### config.mk
export PLATFORM = sky130hd
export DESIGN_NAME = slave_in
export DESIGN_NICKNAME = d
export VERILOG_FILES = /design/src/rtl/slave_in.sv
export SDC_FILE = /design/constraint.sdc
export NUM_CORES = 1
export LEC_CHECK = 0
export ABC_CLOCK_PERIOD_IN_PS = 2600
export BUFFER_PORTS_ARGS = -buffer_cell sky130_fd_sc_hd__buf_2
export CORE_UTILIZATION = 30
export DETAILED_ROUTE_END_ITERATION = 10
export SLEW_MARGIN = 10
export SYNTH_ARGS = -nofsm -noshare
export SYNTH_HDL_FRONTEND = slang
export SYNTH_SLANG_ARGS = --single-unit
export TNS_END_PERCENT = 100
### constraint.sdc
create_clock -name clk -period 2.6 [get_ports clk]
set_input_delay 0.39 -clock clk [delete_from_list [all_inputs] [get_ports clk]]
set_output_delay 0.39 -clock clk [all_outputs]
set_load 0.01 [all_outputs]
### src/rtl/slave_in.sv
// slave_in: slave-side receive port of the serial system bus.
// Deserialises the LSB-first address/burst header and write data, answers the
// slave_ready / rx_done handshake, and emits per-byte memory write strobes or a
// single read-request pulse.
// Optional build macro SLAVE_IN_PARITY_EN: each data beat carries a trailing
// even-parity bit; a bad beat is not written and sets err.
module slave_in #(
    parameter int ADDR_W  = 12,
    parameter int DATA_W  = 8,
    parameter int BURST_W = 12
) (
    input  logic              clk,
    input  logic              reset,
    input  logic              slave_sel,
    input  logic              master_valid,
    input  logic              write_en,
    input  logic              read_en,
    input  logic              tx_done,
    input  logic              rx_address,
    input  logic              rx_burst_number,
    input  logic              rx_data,
    input  logic              mem_busy,
    output logic              slave_ready,
    output logic              rx_done,
    output logic              mem_wr_en,
    output logic [ADDR_W-1:0] mem_addr,
    output logic [DATA_W-1:0] mem_wdata,
    output logic              rd_req,
    output logic [BURST_W-1:0] rd_burst,
    output logic              err
);

`ifdef SLAVE_IN_PARITY_EN
    localparam int BEAT_BITS = DATA_W + 1;
`else
    localparam int BEAT_BITS = DATA_W;
`endif
    localparam int HCW = $clog2(ADDR_W + 1);
    localparam int DCW = $clog2(BEAT_BITS + 1);
    localparam logic [HCW-1:0] HDR_LAST  = HCW'(ADDR_W - 1);
    localparam logic [HCW-1:0] BURST_LIM = HCW'(BURST_W);
    localparam logic [DCW-1:0] BIT_LAST  = DCW'(BEAT_BITS - 1);

    typedef enum logic [1:0] {IDLE, HEADER, DATA, DONE} state_t;

    state_t              state, state_nx;
    logic                accept;
    logic                start;
    logic                op_write;
    logic [HCW-1:0]      hdr_cnt;
    logic [DCW-1:0]      bit_cnt;
    logic [BURST_W-1:0]  beat;
    logic [ADDR_W-1:0]   addr_sh, addr_nx;
    logic [BURST_W-1:0]  burst_sh, burst_nx, burst_upd;
    logic [DATA_W-1:0]   byte_sh, byte_nx;
    logic                burst_take;
    logic                hdr_last, bit_last, last_beat;

    assign accept     = slave_sel & master_valid & slave_ready;
    assign start      = accept & (write_en ^ read_en);
    assign addr_nx    = {rx_address, addr_sh[ADDR_W-1:1]};
    assign burst_nx   = {rx_burst_number, burst_sh[BURST_W-1:1]};
    assign byte_nx    = {rx_data, byte_sh[DATA_W-1:1]};
    // The IDLE bit is header bit 0, so it always feeds the burst register.
    assign burst_take = (state == IDLE) || (hdr_cnt < BURST_LIM);
    assign burst_upd  = burst_take ? burst_nx : burst_sh;
    assign hdr_last   = (hdr_cnt == HDR_LAST);
    assign bit_last   = (bit_cnt == BIT_LAST);
    assign last_beat  = (beat == burst_sh);
    assign rx_done    = (state == DONE);

    // Ready depends only on state and memory backpressure, never on accept.
    always_comb begin
        slave_ready = 1'b0;
        case (state)
            IDLE, HEADER: slave_ready = 1'b1;
            DATA:         slave_ready = !mem_busy;
            default:      slave_ready = 1'b0;
        endcase
        if (reset) slave_ready = 1'b0;
    end

    // Frame state register.
    always_ff @(posedge clk or posedge reset) begin
        if (reset) state <= IDLE;
        else       state <= state_nx;
    end

    // Next-state selection; abort wins over a bit accepted in the same cycle.
    always_comb begin
        state_nx = state;
        case (state)
            IDLE: begin
                if (start) state_nx = HEADER;
            end
            HEADER: begin
                if (tx_done)
                    state_nx = IDLE;
                else if (accept && hdr_last)
                    state_nx = op_write ? DATA : DONE;
            end
            DATA: begin
                if (tx_done)
                    state_nx = IDLE;
                else if (accept && bit_last && last_beat)
                    state_nx = DONE;
            end
            default: state_nx = IDLE;
        endcase
    end

    // Header/data shifting, beat counting and registered output strobes.
    always_ff @(posedge clk or posedge reset) begin
        if (reset) begin
            op_write  <= 1'b0;
            hdr_cnt   <= '0;
            bit_cnt   <= '0;
            beat      <= '0;
            addr_sh   <= '0;
            burst_sh  <= '0;
            byte_sh   <= '0;
            mem_wr_en <= 1'b0;
            mem_addr  <= '0;
            mem_wdata <= '0;
            rd_req    <= 1'b0;
            rd_burst  <= '0;
            err       <= 1'b0;
        end else begin
            mem_wr_en <= 1'b0;
            rd_req    <= 1'b0;
            case (state)
                IDLE: begin
                    if (start) begin
                        op_write <= write_en;
                        addr_sh  <= addr_nx;
                        burst_sh <= burst_nx;
                        hdr_cnt  <= HCW'(1);
                    end
                end
                HEADER: begin
                    if (tx_done) begin
                        err <= 1'b1;
                    end else if (accept) begin
                        addr_sh <= addr_nx;
                        if (burst_take) burst_sh <= burst_nx;
                        hdr_cnt <= hdr_cnt + 1'b1;
                        if (hdr_last) begin
                            bit_cnt <= '0;
                            beat    <= '0;
                            if (!op_write) begin
                                rd_req   <= 1'b1;
                                mem_addr <= addr_nx;
                                rd_burst <= burst_upd;
                            end
                        end
                    end
                end
                DATA: begin
                    if (tx_done) begin
                        err <= 1'b1;
                    end else if (accept) begin
                        if (bit_last) begin
                            bit_cnt <= '0;
                            beat    <= beat + 1'b1;
`ifdef SLAVE_IN_PARITY_EN
                            // Final bit is the parity bit; the byte is already complete.
                            if (^{byte_sh, rx_data}) begin
                                err <= 1'b1;
                            end else begin
                                mem_wr_en <= 1'b1;
                                mem_wdata <= byte_sh;
                                mem_addr  <= addr_sh + ADDR_W'(beat);
                            end
`else
                            mem_wr_en <= 1'b1;
                            mem_wdata <= byte_nx;
                            mem_addr  <= addr_sh + ADDR_W'(beat);
`endif
                        end else begin
                            bit_cnt <= bit_cnt + 1'b1;
                            byte_sh <= byte_nx;
                        end
                    end
                end
                default: ;
            endcase
        end
    end

endmodule

==> flow_summary.rst <==
.. list-table::
   :header-rows: 1

   * - Metric
     - Value
   * - Number of DRC markers after the initial detailed-route iteration
     - 162
   * - Max-cap viol count
     - 0
   * - Final wirelength
     - 9890 microns
   * - GR Overflow Total
     - 0
   * - Final WS setup
     - 0.218 ns
   * - Detail Route Antenna Nets
     - 0
   * - Number of cells produced by synthesis
     - 434
   * - Number of clock sinks seen by CTS
     - 89
   * - Final-layout setup total negative slack
     - 0 ns
   * - Wire length of the first global-routing pass
     - 16800 microns
   * - Pin count of the biggest net entering global routing
     - 51
   * - Crit path DAT
     - 2.65 ns
   * - Compound-cell area share of the yosys netlist
     - 11.5%
   * - Remaining design rule violation count
     - 0
   * - Antenna violations before repair
     - 0
   * - Die outline area
     - 16200 sq um
   * - Root buffer selected by CTS
     - clkbuf_16
   * - Flip-flop cell with the highest count after synthesis
     - dfrtp_1
   * - Area of the core
     - 15300 sq um
   * - Die X
     - 127 microns
   * - # Post-CTS Setup Buffers
     - 0
   * - Result of the run
     - complete, no violations
   * - Via density
     - 4.74
   * - Syn avg cell area
     - 10.8 sq um
   * - Worst hold path class
     - input pin to asynchronous set/reset pin
   * - Type of element capturing the critical path
     - flop
   * - H-tree levels
     - 3
   * - Adder-cell area share of the yosys netlist
     - 5.21%
   * - Power density of the placed cells
     - 738 nW/um^2
   * - Combinational family with the most area after synthesis
     - multiplexers
   * - HPWL after detailed placement
     - 7260 microns
   * - Time the final worst path needs with I/O delays and setup
     - 2.38 ns
   * - Detail-routed net length per standard cell
     - 14.0 microns
   * - Sequential cell area fraction in the yosys report
     - 47.3%
   * - Period utilisation layout
     - 91.6%
   * - Cell variety after synth
     - 53
   * - Leakage power
     - 2.74 nW
   * - Parity-gate share of the synthesized area counting xor and xnor cells
     - 5.77%
   * - Async SR Flop Fraction
     - 100%
   * - Setup slack after placement
     - 0.243 ns
   * - Critical Path RT
     - 2.87 ns
   * - Commonest cells after routing, fill and taps aside
     - dfrtp_1, buf_2, nand2_1, nor2_1, a21oi_1
   * - Clock transition at path regs
     - 0.07 ns
   * - CTS tree
     - built
   * - Combined global-route utilization of all metal layers
     - 13.2%
   * - DIE HEIGHT
     - 127 microns
   * - Fin Clk Skew
     - 0.00715 ns
   * - Hold buffers post-CTS
     - 0
   * - Net count reported at finish
     - 521
   * - Synth Cell Area
     - 4710 sq um
   * - Max IR drop VDD
     - 374 uV
   * - Cell Rows
     - 45
   * - Cts bufs inserted
     - 9
   * - CTS-repair resized insts
     - 0
   * - Most common library cell in the layout ignoring fill and taps
     - dfrtp_1
   * - Initial standard-cell utilization of the core
     - 30.8%
   * - Normalized max-slew margin
     - 64.5%
   * - Fraction of final layout cells sized beyond drive strength 1
     - 23.2%
   * - #FFs+latches synth
     - 89
   * - RePlAce Congestion
     - 0.834
   * - Startpoint types
     - flop
   * - Synth warnings
     - 0
   * - Fmax achieved
     - 0.420 GHz
   * - Area added between synthesis and finish
     - 18.8%
   * - Count of pins on the block boundary
     - 48
   * - Synthesized netlist net count
     - 464
   * - Number of flops mapped to enable cells by yosys
     - 0
   * - Maximum count of clock buffers along a single path
     - 2
   * - Vias in the first global route
     - 3344
   * - Number of vias after detailed routing
     - 3354
   * - Worst Setup Path Type
     - flop to flop
   * - Drt first pass iters
     - 5
   * - Antenna Cells
     - 0
   * - Slew Limit Fails
     - 0
   * - Share of cell area taken by muxes after synthesis
     - 14.5%
   * - RSZ-0062 raised after global routing
     - no
   * - Worst Max-Slew Pin Slew
     - 0.525 ns
   * - Final setup viols
     - 0
   * - Largest fanout on the critical path
     - 6
   * - IO Port Bufs
     - 47
   * - Share of synthesized cell area in and, or, nand and nor gates
     - 13.5%
   * - Clock latency on the worst-skew pair
     - 0.35 ns
   * - Final Hold Fails
     - 0
==> path summary, 6_finish.rpt <==
| path | cells past startpoint | startpoint | endpoint | slack (ns) |
|---|---|---|---|---|
| hold reg to reg | 1 | err$_DFFE_PP0P_ | err$_DFFE_PP0P_ | 0.45 |
| max in group asynchronous | 3 | reset | addr_sh[4]$_DFFE_PP0P_ | 1.92 |
| setup reg to reg | 8 | beat[0]$_DFFE_PP0P_ | mem_addr[8]$_DFFE_PP0P_ | 0.22 |
| min in group clk | 2 | rx_data | mem_wdata[7]$_DFFE_PP0P_ | 0.29 |
| hold / removal | 2 | reset | state[0]$_DFFE_PP0P_ | 0.05 |
| setup / recovery | 8 | beat[0]$_DFFE_PP0P_ | mem_addr[8]$_DFFE_PP0P_ | 0.22 |
==> synth_stat cells (2+ instances only) <==
library cell / count / area [sq um]
clkbuf_1: 9 / 33.8
xor2_1: 11 / 96.3
dfrtp_1: 89 / 2230
nor2_1: 25 / 93.8
nand3b_1: 2 / 15.0
a211oi_1: 5 / 37.5
inv_1: 10 / 37.5
mux2i_1: 20 / 200
o21ai_0: 17 / 85.1
o31ai_1: 2 / 15.0
nor4_2: 2 / 25.0
mux2_1: 20 / 225
a21oi_2: 2 / 17.5
nand4_1: 5 / 31.3
nand2b_1: 4 / 25.0
a21oi_1: 24 / 120
o21a_1: 2 / 15.0
o21ai_1: 19 / 95.1
nor3_1: 11 / 55.1
o211ai_1: 4 / 30.0
nor3_2: 2 / 20.0
nand3_1: 8 / 40.0
nand2_1: 44 / 165
mux2_2: 23 / 259
xnor2_1: 20 / 175
and3_1: 3 / 18.8
a21o_1: 5 / 37.5
ha_1: 18 / 225
buf_2: 4 / 20.0
==> where the power goes <==
group / switching, mW / total, mW / internal [mW]
clock: 0.572 / 1.42 / 0.850
sequential: 0.181 / 1.74 / 1.55
combinational: 0.547 / 0.967 / 0.420
total: 1.30 / 4.12 / 2.82
==> flip-flops by register name (all words and copies together), names as in the netlist <==
register	count
byte_sh	7
beat	12
rd_req	1
mem_addr	12
mem_wdata	8
state	2
mem_wr_en	1
rd_burst	12
op_write	1
err	1
bit_cnt	4
hdr_cnt	4
addr_sh	12
burst_sh	12
==> critical path, stage by stage, from the launching register on <==
cell and delay (ns):
dfrtp_1 0.44, ha_1 0.27, fa_1 0.43, a211oi_1 0.29
nor2_1 0.11, o41ai_1 0.39, xnor2_1 0.17, nand2_1 0.07
a21oi_1 0.13
==> final cells by class <==
| class | instances | area (sq um) |
|---|---|---|
| Sequential cell | 89 | 2230 |
| Fill cell | 1486 | 9670 |
| Inverter | 10 | 41.3 |
| Tap cell | 211 | 264 |
| Clock buffer | 9 | 225 |
| Multi-Input combinational cell | 320 | 2380 |
| Clock inverter | 7 | 100 |
| Timing Repair Buffer | 61 | 353 |
==> cells by family (layout without fill, tap and decap cells) <==
family / Yosys count / in the layout
DFF: 89 / 89
and+or+nand+nor: 119 / 119
adders and majority gates: 19 / 19
buffers and inverters: 25 / 87
muxes: 63 / 63
xor gates and xnor gates: 31 / 31
AOI/OAI and AO/OA: 88 / 88
==> through the flow <==
step / power, mW / cells / hold slack (ns) / util, % / cell area (sq um)
finish: 4.12 / 707 / 0.0478 / 36.6 / 5590
global route: 4.36 / 707 / 0.0594 / 36.6 / 5590
CTS: 4.18 / 707 / 0.0452 / 36.6 / 5590
detailed placement: 2.73 / 691 / 0.429 / 34.5 / 5260
global placement: 2.70 / 691 / 0.419 / 34.5 / 5260
floorplan: 2.42 / 434 / 0.446 / - / 4710
==> routing by layer <==
| layer | up-vias | global-route usage [%] | wire [microns] |
|---|---|---|---|
| met2 | 57 | 20.3 | 4450 |
| met4 | 0 | 4.27 | 117 |
| met1 | 1624 | 17.8 | 4890 |
| met5 | - | 0 | 0 |
| met3 | 12 | 3.94 | 432 |
| li1 | 1661 | - | - |
Note: power is estimated with default switching activity, not from simulation.
